`src/rtl/cxlip_top_pkg.sv`:
```
// Top-level sizing constants shared by the CXL IP and its attached accelerator logic.
package cxlip_top_pkg;
  parameter int MEMSIZE_WIDTH = 64;
endpackage

```
`src/rtl/mc_axi_if_pkg.sv`:
```
// AXI4 request/response bundles between the accelerator and the memory controller.
package mc_axi_if_pkg;
  typedef struct packed {
    logic [7:0]   awid;
    logic [63:0]  awaddr;
    logic [7:0]   awlen;
    logic [2:0]   awsize;
    logic [1:0]   awburst;
    logic [2:0]   awprot;
    logic [3:0]   awqos;
    logic [3:0]   awcache;
    logic         awlock;
    logic         awvalid;
    logic [511:0] wdata;
    logic [63:0]  wstrb;
    logic         wlast;
    logic         wvalid;
    logic         bready;
    logic [7:0]   arid;
    logic [63:0]  araddr;
    logic [7:0]   arlen;
    logic [2:0]   arsize;
    logic [1:0]   arburst;
    logic [2:0]   arprot;
    logic [3:0]   arqos;
    logic [3:0]   arcache;
    logic         arlock;
    logic         arvalid;
    logic         rready;
  } t_to_mc_axi4;

  typedef struct packed {
    logic         awready;
    logic         wready;
    logic [7:0]   bid;
    logic [1:0]   bresp;
    logic         bvalid;
    logic         arready;
    logic [7:0]   rid;
    logic [511:0] rdata;
    logic [1:0]   rresp;
    logic         rlast;
    logic         rvalid;
  } t_from_mc_axi4;
endpackage

```
`src/rtl/iafu_axi4_traffic_gen.sv`:
```
// Writes NUM_LINES patterned 64 B lines to the memory controller, reads them back and checks them.
// One transaction outstanding; every handshake/response wait is bounded by a TIMEOUT-cycle watchdog.
module iafu_axi4_traffic_gen
  import mc_axi_if_pkg::*;
#(
  parameter int unsigned NUM_LINES = 16,
  parameter logic [63:0] BASE_ADDR = 64'h0,
  parameter logic [31:0] SEED      = 32'h1,
  parameter int unsigned TIMEOUT   = 1024
) (
  input  logic                                     refclk,
  input  logic                                     ip2hdm_reset_n,
  input  logic                                     start,
  input  logic [cxlip_top_pkg::MEMSIZE_WIDTH-1:0]  mc2ip_memsize_s,
  output mc_axi_if_pkg::t_to_mc_axi4               iafu2mc_to_mc_axi4,
  input  mc_axi_if_pkg::t_from_mc_axi4             mc2iafu_from_mc_axi4,
  output logic                                     busy,
  output logic                                     done,
  output logic                                     pass,
  output logic                                     timeout,
  output logic [15:0]                              err_count
);
  typedef enum logic [2:0] {IDLE, CHECK, WR_REQ, WR_RSP, RD_REQ, RD_RSP, DONE} state_t;

  localparam logic [15:0] LAST_IDX = 16'(NUM_LINES - 1);
  localparam logic [15:0] WD_LIMIT = 16'(TIMEOUT);
  localparam logic [64:0] END_ADDR = {1'b0, BASE_ADDR} + (65'(NUM_LINES) << 6);

  state_t        state, state_nxt;
  logic [15:0]   idx;
  logic [15:0]   wdog;
  logic          aw_ok, w_ok;
  logic [63:0]   line_addr;
  logic [511:0]  line_data;
  logic          last, overflow, wd_run, wd_hit, aw_fin, w_fin, b_bad, r_bad, err_inc;
  t_from_mc_axi4 rsp;
  t_to_mc_axi4   req;

  assign rsp       = mc2iafu_from_mc_axi4;
  assign line_addr = BASE_ADDR + {42'b0, idx, 6'b0};

  always_comb begin
    line_data = '0;
    for (int k = 0; k < 8; k++) line_data[64*k +: 64] = {16'b0, idx, SEED ^ 32'(k)};
  end

  assign last     = (idx == LAST_IDX);
  assign overflow = END_ADDR > 65'(mc2ip_memsize_s);
  assign wd_run   = (state == WR_REQ) || (state == WR_RSP) || (state == RD_REQ) || (state == RD_RSP);
  assign wd_hit   = wd_run && (wdog == WD_LIMIT);
  // A channel already handshaken stays complete even though its valid has dropped.
  assign aw_fin   = aw_ok || rsp.awready;
  assign w_fin    = w_ok || rsp.wready;
  assign b_bad    = (rsp.bresp != 2'd0) || (rsp.bid != 8'd0);
  assign r_bad    = (rsp.rresp != 2'd0) || (rsp.rid != 8'd0) || !rsp.rlast || (rsp.rdata != line_data);
  assign err_inc  = wd_hit ||
                    ((state == WR_RSP) && rsp.bvalid && b_bad) ||
                    ((state == RD_RSP) && rsp.rvalid && r_bad);

  always_comb begin
    state_nxt = state;
    case (state)
      IDLE:    if (start) state_nxt = CHECK;
      CHECK:   state_nxt = overflow ? DONE : WR_REQ;
      WR_REQ:  if (aw_fin && w_fin) state_nxt = WR_RSP;
      WR_RSP:  if (rsp.bvalid) state_nxt = last ? RD_REQ : WR_REQ;
      RD_REQ:  if (rsp.arready) state_nxt = RD_RSP;
      RD_RSP:  if (rsp.rvalid) state_nxt = last ? DONE : RD_REQ;
      DONE:    state_nxt = IDLE;
      default: state_nxt = IDLE;
    endcase
    if (wd_hit) state_nxt = DONE;
  end

  always_ff @(posedge refclk or negedge ip2hdm_reset_n) begin
    if (!ip2hdm_reset_n) begin
      state     <= IDLE;
      idx       <= '0;
      wdog      <= '0;
      aw_ok     <= 1'b0;
      w_ok      <= 1'b0;
      done      <= 1'b0;
      pass      <= 1'b0;
      timeout   <= 1'b0;
      err_count <= '0;
    end else begin
      state <= state_nxt;
      if (state_nxt != state) wdog <= '0;
      else if (wd_run)        wdog <= wdog + 16'd1;
      if (state != WR_REQ) begin
        aw_ok <= 1'b0;
        w_ok  <= 1'b0;
      end else begin
        if (rsp.awready) aw_ok <= 1'b1;
        if (rsp.wready)  w_ok  <= 1'b1;
      end
      case (state)
        IDLE: if (start) begin
          done      <= 1'b0;
          pass      <= 1'b0;
          timeout   <= 1'b0;
          err_count <= '0;
          idx       <= '0;
        end
        CHECK:  if (overflow) err_count <= 16'd1;
        WR_RSP: if (rsp.bvalid && !wd_hit) idx <= last ? 16'd0 : idx + 16'd1;
        RD_RSP: if (rsp.rvalid && !wd_hit) idx <= idx + 16'd1;
        DONE: begin
          done <= 1'b1;
          pass <= (err_count == 16'd0) && !timeout;
        end
        default: ;
      endcase
      if (wd_hit) timeout <= 1'b1;
      if (err_inc && (err_count != 16'hFFFF)) err_count <= err_count + 16'd1;
    end
  end

  // Valids and readies decode straight from state, so reset and DONE silence the bus at once.
  always_comb begin
    req         = '0;
    req.awaddr  = line_addr;
    req.awsize  = 3'd6;
    req.awburst = 2'b01;
    req.awvalid = (state == WR_REQ) && !aw_ok;
    req.wdata   = line_data;
    req.wstrb   = '1;
    req.wlast   = 1'b1;
    req.wvalid  = (state == WR_REQ) && !w_ok;
    req.bready  = (state == WR_RSP);
    req.araddr  = line_addr;
    req.arsize  = 3'd6;
    req.arburst = 2'b01;
    req.arvalid = (state == RD_REQ);
    req.rready  = (state == RD_RSP);
  end

  assign iafu2mc_to_mc_axi4 = req;
  assign busy = (state != IDLE) && (state != DONE);
endmodule

```
`config.mk`:
```
export PLATFORM = sky130hd
export DESIGN_NAME = iafu_axi4_traffic_gen
export DESIGN_NICKNAME = d
export VERILOG_FILES = /design/src/rtl/cxlip_top_pkg.sv /design/src/rtl/mc_axi_if_pkg.sv /design/src/rtl/iafu_axi4_traffic_gen.sv
export SDC_FILE = /design/constraint.sdc
export NUM_CORES = 1
export LEC_CHECK = 0
export BUFFER_PORTS_ARGS = -buffer_cell sky130_fd_sc_hd__buf_4
export CAP_MARGIN = 15
export CELL_PAD_IN_SITES_DETAIL_PLACEMENT = 1
export CELL_PAD_IN_SITES_GLOBAL_PLACEMENT = 1
export CORE_AREA = 5 5 544 546
export DETAILED_ROUTE_END_ITERATION = 12
export DIE_AREA = 0 0 549 551
export PLACE_DENSITY = 0.37
export SYNTH_ARGS = -nofsm -noshare
export SYNTH_HDL_FRONTEND = slang
export SYNTH_SLANG_ARGS = --single-unit
```
`constraint.sdc`:
```
create_clock -name refclk -period 3 [get_ports refclk]
set_input_delay 0.6 -clock refclk [delete_from_list [all_inputs] [get_ports refclk]]
set_output_delay 0.6 -clock refclk [all_outputs]
set_load 0.05 [all_outputs]
```
==> Word-level counts from Yosys, hierarchy flattened <==
Index checks and enable logic that the tools add are counted.
{ "word_totals": {"ff_bits": 56, "output_inout_bits": 796, "elab_cells": 108} }
{ "classes": {"add_sub_neg": 3, "n_lt_le_gt_ge": 1, "n_eq_ne": 18, "n_mux": 29, "reduce_logical": 48} }
{ "ops": {"columns": ["cell", "n"], "rows": [
  ["$ne A512 B496 Y1", 1],
  ["$mux W16", 8],
  ["$gt A11 B64 Y1 const A", 1],
  ["$add A16 B1 Y16 const B", 3],
  ["$pmux W16 S3", 1],
  ["$pmux W16 S2", 1],
  ["$mux W3", 8],
  ["$pmux W3 S6", 1],
  ["$eq A16 B11 Y1 const B", 1],
  ["$eq A16 B4 Y1 const B", 1],
  ["$logic_not A16 Y1", 1],
  ["$ne A16 B16 Y1 const B", 1],
  ["$reduce_bool A2 Y1", 8],
  ["$reduce_bool A8 Y1", 2],
  ["$logic_and A1 B1 Y1", 13],
  ["$logic_or A1 B1 Y1", 11],
  ["$eq A3 B3 Y1 const B", 3],
  ["$ne A3 B3 Y1 const B", 3],
  ["$reduce_bool A3 Y1", 3],
  ["$mux W1", 7],
  ["$eq A3 B2 Y1 const B", 2],
  ["$logic_not A1 Y1", 5],
  ["$ne A2 B1 Y1 const B", 2],
  ["$pmux W1 S2", 2],
  ["other kinds (9)", 10]
]} }

==> Longest topological paths before layout <==
Gate-level depths: netlist of run 1.
{ "logic_depth": {"word_depth": 10, "depth_mapped": 11, "ltp_nobuf": 10} }

==> Least setup slack after synthesis of run 1 <==
No wires, ideal clock.
{ "synth_path": {"path_type": "flip-flop to flip-flop", "startpoint": "register state[1]", "endpoint": "register wdog[10]", "arrival_ps": 2734, "required_ps": 2929, "slack_ps": 195, "path_stages_with_launch": 9, "period_less_slack_ps": 2805, "cell_sequence": "dfrtp_1 -> buf_2 -> nor3b_1 -> nand2_1 -> a41oi_1 -> xnor2_1 -> o211ai_2 -> buf_2 -> nor2_1"} }
{ "synth_lines": {"columns": ["item", "line", "text"], "rows": [
  ["start: declaration", "iafu_axi4_traffic_gen.sv:29", "state_t state, state_nxt;"],
  ["start signal: assignment", "iafu_axi4_traffic_gen.sv:87", "state <= state_nxt;"],
  ["end signal: assignment", "iafu_axi4_traffic_gen.sv:89", "else if (wd_run) wdog <= wdog + 16'd1;"],
  ["end: declaration", "iafu_axi4_traffic_gen.sv:31", "logic [15:0] wdog;"]
]} }

==> Worst setup path after layout of run 1 <==
{ "layout_path": {"startpoint": "input mc2iafu_from_mc_axi4[268] in the netlist's numbering", "endpoint": "register err_count[15]"} }
{ "layout_via": {"elab_chain_cells": 7} }
{ "layout_lines": {"columns": ["item", "line", "text"], "rows": [
  ["start: declaration", "iafu_axi4_traffic_gen.sv:16", "input mc_axi_if_pkg::t_from_mc_axi4 mc2iafu_from_mc_axi4,"],
  ["$ne A512 B496 Y1 (*)", "iafu_axi4_traffic_gen.sv:55", "assign r_bad = (rsp.rresp != 2'd0) || (rsp.rid != 8'd0) || !rsp.rlast || (rsp.rdata != line_data);"],
  ["$logic_or A1 B1 Y1 (*)", "iafu_axi4_traffic_gen.sv:55", null],
  ["$logic_and A1 B1 Y1 (*)", "iafu_axi4_traffic_gen.sv:58", "((state == RD_RSP) && rsp.rvalid && r_bad);"],
  ["$logic_or A1 B1 Y1 (*)", "iafu_axi4_traffic_gen.sv:57", "((state == WR_RSP) && rsp.bvalid && b_bad) ||"],
  ["$logic_and A1 B1 Y1 (*)", "iafu_axi4_traffic_gen.sv:115", "if (err_inc && (err_count != 16'hFFFF)) err_count <= err_count + 16'd1;"],
  ["$ne A3 B3 Y1 (no line) / $reduce_bool A3 Y1 (equally long branches)", null, null],
  ["$reduce_and A3 Y1 (no line)", null, null],
  ["end signal: assignment", "iafu_axi4_traffic_gen.sv:115", null],
  ["end: declaration", "iafu_axi4_traffic_gen.sv:21", "output logic [15:0] err_count"]
]} }
Mark *: on every way between the ends. The rest lies on a longest branch, timed or not.
A chain may end at the register's enable or synchronous reset.

==> results.toml, run 1 <==
[floorplanning]
start_util_pct = 3.81
pin_count = 1401
die_area_um2 = 302000
coreArea_um2 = 290000
num_rows = 198
dieHeight_um = 551
die_x_um = 549

[timing]
final.setup_skew_ns = 0.0152
setup_violations = 0
tns_ns = 0
min_period_ns = 2.94
rsz0062_at_grt = "true"
drv_slew = 0
hold_viol = 0
worst_pin_slew_ns = 0.877
finalCritPeriodShare_pct = 98.1
relSlewSlack_pct = 41.6
max_freq_mhz = 340

[setup_path]
startpoint_type = "input pin"
crit_chain = "buf_6 -> nor4_4 -> nand4_1 -> buf_4 -> nor4_4 -> buf_4 -> nand4_1 -> buf_6 -> nor4_4 -> buf_6 -> a21oi_4 -> buf_6 -> o21ai_1 -> o21ai_2"
cp.buffers_inverters = 6
cp.required_ns = 3.23
slowest_delay_ns = 0.39
crit_type = "input pin to flop"
critPathMostFrequentCell = "buf_6"
critPathMaxFanout = 8
cp_top_family = "simple AND/OR/NAND/NOR gates"
critPathArrivalTime_ns = 3.18
slowest_stage = "nor4_4"
endpoint_kind = "flop"
rrSetupSlack_ns = 0.11

[cells_and_area]
final_util_pct = 6.92
syn_to_final_growth_pct = 81.7
drive_gt1_share_pct = 45.0
final_nets = 2821

[synth]
syn_area_per_cell_um2 = 7.58
synth_edf_count = 0
ys_seq_area_share_pct = 12.7
ys_ff_latch = 56
async_flop_share_pct = 100
ys.flop_type = "dfrtp_1"
synth_warnings = 0
ys_types = 48
syn-cell-area_um2 = 11000
synth_cells = 1457

[job]
max-cap-violations = 0

[power]
ir_drop_v = 0.000213
power_switching_mw = 4.69
p_sw_share_pct = 63.4
pwr-share-clk_pct = 9.5
seq_power_share_pct = 15.3
power_leakage_nw = 8.49
internal_power_mw = 2.70
comb_power_share_pct = 75.2
powerDensity_nw_per_um2 = 368

[outcome]
status = "finished clean"

[global_route]
grt_max_degree = 30
antenna_found_initial = 59
grt_pass1_vias = 11700
overflow = 0
track_usage_pct = 5.79
grt_pass1_wl_um = 116000

[drt]
drtIter0Drc = 364
drc_errors = 0
routed_wl_um = 96400
viasPerCell = 1.85
detail-route-antenna-nets = 0
vias = 11400
wire_per_inst_um = 15.7
dr.pass1.iters = 4

[clock_network]
cts_buffer_depth = 2
path_clk_slew_ns = 0.10
cts_buffers = 5
cts_max_level = 2
clk_latency_ns = 0.34
cts_hold_buf = 0
cts-root-buf = "clkbuf_16"
clkSinkCount = 56
cts_tree = "done"

[place]
place.gp.congestion = 0.923
dpl.hpwl_um = 90300
io_buffer_count = 779

[hold_path]
hp-class = "input pin to asynchronous set/reset pin"
-- stage by stage --
step	power (mW)	cells	setup slack (ns)	cell area [µm²]	hold WS, ns
3_3_place_gp	6.69	6097	-1.49	19400	0.507
2_1_floorplan	5.30	2066	0.195	13300	0.304
6_report	7.39	6134	0.0582	20100	0.241
5_1_grt	7.86	6118	-0.0720	20000	0.270
4_1_cts	7.56	6111	0.000255	19800	0.253
3_5_place_dp	6.70	6097	-1.36	19400	0.520
-- power by group through the flow --
stage          Clock [mW]  Combinational (mW)  Sequential, mW
2_1_floorplan           0                3.86            1.44
3_3_place_gp            0                5.54            1.16
3_5_place_dp            0                5.54            1.16
4_1_cts             0.789                5.62            1.15
5_1_grt             0.799                5.89            1.17
6_report            0.703                5.56            1.13
-- layer usage --
| layer | up-vias | routed length [µm] | global-route usage (%) |
|---|---|---|---|
| met1 | 5242 | 30300 | 5.36 |
| li1 | 5151 | - | - |
| met4 | 20 | 2000 | 1.01 |
| met3 | 95 | 7940 | 1.70 |
| met5 | - | 153 | 0 |
| met2 | 861 | 56100 | 12.3 |
-- cells in the final DEF (no fill, tap or decap), types with 7 or more instances in the layout --
cell and instances:
dfrtp_2 7, nor4_4 15, a21oi_1 13, o21ai_0 16
diode_2 22, inv_1 27, nand2_1 41, o21ai_1 8
nor3_1 42, buf_6 13, xor2_1 15, and4_1 7
and3_1 31, nand4_1 49, and2_1 7, dfrtp_1 47
o21ai_2 16, buf_4 897, nor4_2 15, o22ai_1 11
or3_1 9, nand3_1 21, buf_12 8, xnor2_1 56
conb_1 611, nor2_1 59, nor4b_1 14, nor4_1 96
-- path summary, 6_finish.rpt --
path                                            from       endpoint  cells after the start
setup / recovery           mc2iafu_from_mc_axi4[268]  err_count[15]                     14
hold / removal                        ip2hdm_reset_n       wdog[10]                      1
setup reg to reg                             idx[14]  err_count[15]                     11
hold reg to reg                                 pass           pass                      2
max in group asynchronous             ip2hdm_reset_n  err_count[11]                      2
min in group refclk        mc2iafu_from_mc_axi4[536]           w_ok                      3
-- synthesized netlist by cell type (2+ instances only) --
master,n,share of area [%]
o22ai_1,12,0.68
and2_1,7,0.40
buf_6,4,0.41
buf_4,756,51
or3_1,9,0.51
nand3_1,21,0.95
o21ai_0,30,1.4
and4_1,7,0.56
nor4_2,2,0.23
o2bb2ai_1,3,0.24
dfrtp_1,56,13
nor4_1,124,7.0
a31oi_1,4,0.23
nor4b_1,14,1.1
inv_1,27,0.92
o211ai_1,4,0.27
nor2_1,60,2.0
a21oi_2,2,0.16
xnor2_1,57,4.5
xor2_1,15,1.2
nand2_1,41,1.4
and3_1,31,1.8
nor3_1,45,2.0
buf_2,18,0.82
a41oi_1,2,0.16
ha_1,5,0.57
nand4_1,49,2.8
nor4bb_1,2,0.18
a21oi_1,13,0.59
nor2b_1,2,0.11
o21ai_2,10,0.79
mux2i_1,6,0.54
clkbuf_1,3,0.10
conb_1,2,0.068
-- registers in the layout, summed over array words and instances, names as in the netlist --
register / flops
done: 1
pass: 1
wdog: 16
idx: 16
err_count: 16
aw_ok: 1
state: 3
w_ok: 1
timeout: 1
-- worst reg2reg max path: cells and delay by family, from the launching register on --
| kind | cells | cell delay (ns) |
|---|---|---|
| AO/OA/AOI/OAI | 4 | 0.57 |
| buffers and inverters | 4 | 0.84 |
| flip-flops | 1 | 0.41 |
| AND/OR/NAND/NOR | 3 | 0.96 |
-- cell families (layout without fill, tap and decap cells) --
kind of cell | Yosys count | in the layout | share of synthesized area (%)
buffers and inverters | 808 | 953 | 53.6
adder cells (fa/ha/maj) | 6 | 6 | 0.657
multiplexers | 6 | 6 | 0.544
AO/OA/AOI/OAI | 89 | 89 | 5.27
other | 2 | 633 | 0.0680
flip-flops | 56 | 56 | 12.7
XOR/XNOR | 72 | 72 | 5.71
AND/OR/NAND/NOR | 418 | 419 | 21.4
-- area by class of cell --
cell class                 instances  area (µm²)
clock inverter                     2        13.8
timing repair buffer             918        7040
antenna                           22        55.1
inverter                          27         101
tap                             3900        4880
fill                           35100      270000
sequential                        56        1420
clock buffer                       6         129
multi-input combinational       1203        6430
-- what timing repair did --
| action | 4_1_cts | 5_1_grt |
|---|---|---|
| gates resized for setup | 50 | 37 |
| gates cloned | 3 | 0 |
| pin swaps | 11 | 10 |
| buffers inserted | 3 | 1 |
| setup endpoints to repair | 16 | 19 |
Note: power is estimated with default switching activity, not from simulation.
==> run 2, diff against run 1 <==
==> constraint.sdc (replaced) <==
create_clock -name refclk -period 3 [get_ports refclk]
set_input_delay 0.3 -clock refclk [delete_from_list [all_inputs] [get_ports refclk]]
set_output_delay 0.3 -clock refclk [all_outputs]
set_load 0.05 [all_outputs]
==> run 2 against run 1 <==
- the run now ends with negative hold slack, negative setup slack left
- final area down 1.2%
- critical endpoint is now err_count[1]
- setup slack worse by 0.16 ns
- largest cell class unchanged
- wire length up 1.6%
- total power up 0.74%
- sequential share of layout area up 0.12 points
- register-to-register slack worse by 0.21 ns
- global-route usage up 0.11 points
- count of clock-buffer cells in the layout unchanged
- worst hold slack worse by 0.25 ns
==> results.toml, run 2 (synthesized netlist as in run 1, its figures left out) <==
[outcome]
status = "finished with violations"
failed_checks = "negative hold slack, negative setup slack"

[floorplanning]
dieHeight_um = 551
die_area_um2 = 302000
coreArea_um2 = 290000
start_util_pct = 3.81
pin_count = 1401
num_rows = 198
die_x_um = 549

[clock_network]
clkSinkCount = 56
cts_max_level = 2
cts_buffers = 5
cts_buffer_depth = 2
path_clk_slew_ns = 0.10
cts-root-buf = "clkbuf_16"
cts_tree = "done"
clk_latency_ns = 0.35

[timing]
worst_hold_slack_ns = -0.00582
finalCritPeriodShare_pct = 103
final.setup_skew_ns = 0.0188
setup_violations = 16
max_freq_mhz = 322
hold_viol = 2
relSlewSlack_pct = 36.7
drv_slew = 0
finalWorstSetupSlack_ns = -0.103
min_period_ns = 3.10
rsz0062_at_grt = "true"
worst_pin_slew_ns = 0.945

[drt]
wl_met2_um = 57100
viasPerCell = 1.87
vias = 11500
met1_length_um = 30900
detail-route-antenna-nets = 0
dr.pass1.iters = 4
top_layer = "met5"
routed_wl_um = 97900
drc_errors = 0
met3RoutedLength_um = 7740
wire_per_inst_um = 16.0
drtIter0Drc = 309

[global_route]
antenna_found_initial = 65
track_usage_pct = 5.89
overflow = 0
grt_pass1_vias = 11900
grt_pass1_wl_um = 118000
grt_max_degree = 39

[power]
p_sw_share_pct = 62.6
ir_drop_v = 0.000247
power_leakage_nw = 8.46
power_switching_mw = 4.66
pwr-share-clk_pct = 10.8
comb_power_share_pct = 74.1
powerDensity_nw_per_um2 = 376
seq_power_share_pct = 15.1
internal_power_mw = 2.79

[place]
place.gp.congestion = 0.941
io_buffer_count = 779
dpl.hpwl_um = 90900

[cells_and_area]
final_nets = 2822
drive_gt1_share_pct = 44.1
syn_to_final_growth_pct = 79.5
reg_top3 = "err_count (16), idx (16), wdog (16)"
layout_common_cells = "buf_4, conb_1, nor4_1, nor2_1, xnor2_1"
final_util_pct = 6.83
layout_commonest_cell = "buf_4"

[setup_path]
startpoint_type = "flop"
endpoint_kind = "flop"
cp.required_ns = 3.24
r2r_cells = 9
rrSetupSlack_ns = -0.10
critPathMaxFanout = 8
crit_type = "flop to flop"
critPathArrivalTime_ns = 3.34

[job]
max-cap-violations = 0

[hold_path]
hp-class = "input pin to asynchronous set/reset pin"
[run 2: cell types whose count changed in the layout (fill, tap and decap cells not counted), sizes merged]
cell | previous run | this run
diode | 22 | 18
bufbuf | 0 | 1
bufinv | 0 | 1
clkinv | 1 | 0
[run 2: path summary, 6_finish.rpt]
kind	from	to
worst max register to register	idx[13]	err_count[1]
max in group asynchronous	ip2hdm_reset_n	wdog[12]
worst min register to register	w_ok	w_ok
min in group refclk	mc2iafu_from_mc_axi4[536]	w_ok
worst max-delay path	idx[13]	err_count[1]
worst min-delay path	ip2hdm_reset_n	wdog[0]
[run 2: stage by stage]
step / TNS, ns / area [µm²] / setup slack [ns] / power (mW) / instances
after floorplan: 0 / 13300 / 0.195 / 5.30 / 2066
after global placement: -21.75 / 19300 / -1.39 / 6.68 / 6096
after detailed placement: -18.44 / 19400 / -1.19 / 6.69 / 6097
after CTS: -5.11 / 19700 / -0.344 / 7.64 / 6113
after global routing: -3.49 / 19800 / -0.249 / 7.93 / 6122
final: -1.14 / 19800 / -0.103 / 7.44 / 6131
[run 2: area by class of cell]
type / instances / area, µm²
Tap cell: 3900 / 4880
Antenna cell: 18 / 45.0
Sequential cell: 56 / 1420
Clock inverter: 2 / 38.8
Clock buffer: 6 / 129
Inverter: 27 / 101
Timing Repair Buffer: 919 / 7030
Multi-Input combinational cell: 1203 / 6170
Fill cell: 35100 / 270000
[run 2: layer usage]
metal	up-vias	GRT usage (%)
met5	-	0
met2	876	12.6
met1	5319	5.46
li1	5151	-
met4	14	1.10
met3	112	1.60
[run 2: power by group through the flow]
stage                     clock network, mW  registers, mW  logic (mW)
after floorplan                           0           1.44        3.86
after global placement                    0           1.16        5.52
after detailed placement                  0           1.16        5.53
after CTS                             0.880           1.15        5.62
after global routing                  0.900           1.16        5.86
final                                 0.806           1.12        5.51
[run 2: worst max-delay path, stage by stage (launching register included)]
cell       delay [ns]
dfrtp_4          0.53
o2bb2ai_2        0.13
nand4_1          0.24
nor4_4           0.56
nand4_1          0.49
nor4_4           0.37
buf_6            0.20
a21oi_4          0.10
buf_6            0.20
a21o_1           0.17
[run 2: timing repair]
action,CTS,global route
resized for setup,41,12
endpoints found under the setup margin,16,25
pin swaps,6,1
hold buffers,0,0
setup buffers,5,1
gates cloned,4,0
==> run 3, diff against run 2 <==
--- a/config.mk
+++ b/config.mk
@@ -13,6 +13,7 @@
 export DETAILED_ROUTE_END_ITERATION = 12
 export DIE_AREA = 0 0 549 551
 export PLACE_DENSITY = 0.37
+export SETUP_SLACK_MARGIN = 0.5
 export SYNTH_ARGS = -nofsm -noshare
 export SYNTH_HDL_FRONTEND = slang
 export SYNTH_SLANG_ARGS = --single-unit
==> constraint.sdc (replaced) <==
create_clock -name refclk -period 3.1 [get_ports refclk]
set_input_delay 0.31 -clock refclk [delete_from_list [all_inputs] [get_ports refclk]]
set_output_delay 0.31 -clock refclk [all_outputs]
set_load 0.05 [all_outputs]
==> run 3 against run 2 <==
- the flow now finishes without violations
- core utilization grew 0.057 points
- sequential power hardly changed
- total power fell by 1.7%
- largest cell class unchanged
- largest power group unchanged
==> results.toml, run 3 (synthesized netlist as in run 1, its figures left out) <==
[cells_and_area]
layout_common_cells = "buf_4, conb_1, nor4_1, nor2_1, xnor2_1"
reg_top3 = "err_count (16), idx (16), wdog (16)"
syn_to_final_growth_pct = 81.0
postLayoutCellArea_um2 = 20000
layout_commonest_cell = "buf_4"
final_nets = 2813
n_fill_cell = 35100
drive_gt1_share_pct = 45.5

[global_route]
grt_pass1_vias = 11600
antenna_found_initial = 84
grt_max_degree = 48
grt_pass1_wl_um = 120000
track_usage_pct = 6.12
overflow = 0

[floorplanning]
die_x_um = 549
die_area_um2 = 302000
dieHeight_um = 551
pin_count = 1401
start_util_pct = 3.81
coreArea_um2 = 290000
num_rows = 198

[drt]
vias = 11500
routed_wl_um = 102000
dr.pass1.iters = 4
drtIter0Drc = 376
wire_per_inst_um = 16.7
detail-route-antenna-nets = 0
viasPerCell = 1.88
drc_errors = 0

[setup_path]
endpoint_kind = "flop"
rrSetupSlack_ns = 0.28
slowest_delay_ns = 0.59
crit_type = "flop to flop"
cp.required_ns = 3.33
cp_top_family = "simple AND/OR/NAND/NOR gates"
startpoint_type = "flop"
slowest_stage = "dfrtp_4"
crit_chain = "or3_4 -> a221oi_4 -> buf_6 -> nand4_1 -> nor4_4 -> buf_6 -> a21oi_4 -> buf_4 -> o21ai_1 -> o21ai_2"
critPathArrivalTime_ns = 3.05
critPathMostFrequentCell = "buf_6"
cp.buffers_inverters = 3
critPathMaxFanout = 5

[timing]
min_period_ns = 2.82
relSlewSlack_pct = 38.4
finalWorstSetupSlack_ns = 0.284
worst_pin_slew_ns = 0.924
rsz0062_at_grt = "true"
final.setup_skew_ns = 0.00778
max_freq_mhz = 355
drv_slew = 0
hold_viol = 0
setup_violations = 0
finalCritPeriodShare_pct = 90.8

[clock_network]
cts_buffer_depth = 2
cts_max_level = 2
cts_buffers = 5
clk_latency_ns = 0.34
clkSinkCount = 56
path_clk_slew_ns = 0.09
cts_tree = "done"
cts-root-buf = "clkbuf_16"
cts_hold_buf = 0

[power]
powerDensity_nw_per_um2 = 366
power_leakage_nw = 8.49
ir_drop_v = 0.000224

[place]
place.gp.congestion = 0.889
dpl.hpwl_um = 95200
dp_slack_ns = -0.851
dpl_cell_area_um2 = 19200
io_buffer_count = 779

[hold_path]
hp-class = "input pin to asynchronous set/reset pin"

[outcome]
status = "finished clean"

[job]
max-cap-violations = 0
## run 3: power breakdown
group / switching (mW) / internal (mW)
combinational: 3.94 / 1.47
sequential: 0.269 / 0.876
clock: 0.370 / 0.389
## run 3: layout make-up
class | count | area [µm²] | share of cell area, %
Timing Repair Buffer | 910 | 7010 | 35.1
Multi-Input combinational cell | 1203 | 6350 | 31.8
Tap cell | 3900 | 4880 | 24.4
Sequential cell | 56 | 1430 | 7.17
Clock buffer | 6 | 129 | 0.645
Inverter | 27 | 101 | 0.507
Antenna cell | 17 | 42.5 | 0.213
Clock inverter | 2 | 38.8 | 0.194
## run 3: repair_timing
item                                    4_1_cts  5_1_grt
endpoints found under the setup margin       46       45
pin swaps                                    18       16
buffers inserted                             13        6
hold endpoints to repair                      0        0
gates resized for setup                      60       40
gates cloned                                  3        2
## run 3: stage by stage
stage / hold slack, ns / power (mW) / TNS, ns / instances / utilization (%)
final: 0.0251 / 7.32 / 0 / 6121 / 6.89
after global routing: 0.0904 / 7.79 / 0 / 6108 / 6.88
after CTS: 0.103 / 7.42 / 0 / 6096 / 6.81
after detailed placement: 0.505 / 6.38 / -13.09 / 6072 / 6.61
after global placement: 0.504 / 6.37 / -12.81 / 6072 / 6.61
after floorplan: 0.0144 / 5.13 / 0 / 2066 / -
## run 3: path summary, 6_finish.rpt
check | cells past startpoint | start | end
max reg2reg | 10 | idx[3] | err_count[7]
max in group asynchronous | 1 | ip2hdm_reset_n | idx[2]
min | 1 | ip2hdm_reset_n | err_count[12]
min reg2reg | 2 | w_ok | w_ok
min in group refclk | 3 | mc2iafu_from_mc_axi4[536] | w_ok
max | 10 | idx[3] | err_count[7]
## run 3: worst register-to-register path: stages, from the launching register on
cell and delay, ns:
dfrtp_4 0.59, or3_4 0.38, a221oi_4 0.39, buf_6 0.20, nand4_1 0.14, nor4_4 0.41, buf_6 0.18, a21oi_4 0.09
buf_4 0.17, o21ai_1 0.09, o21ai_2 0.07
## run 3: metal layers
layer	track usage, %	part of all wire (%)	wire length, µm	vias up
li1	-	-	-	5127
met1	5.78	32	32900	5253
met2	12.5	56	57000	951
met3	2.39	10	10400	133
met4	0.796	1.7	1790	38
met5	0	0.24	242	-
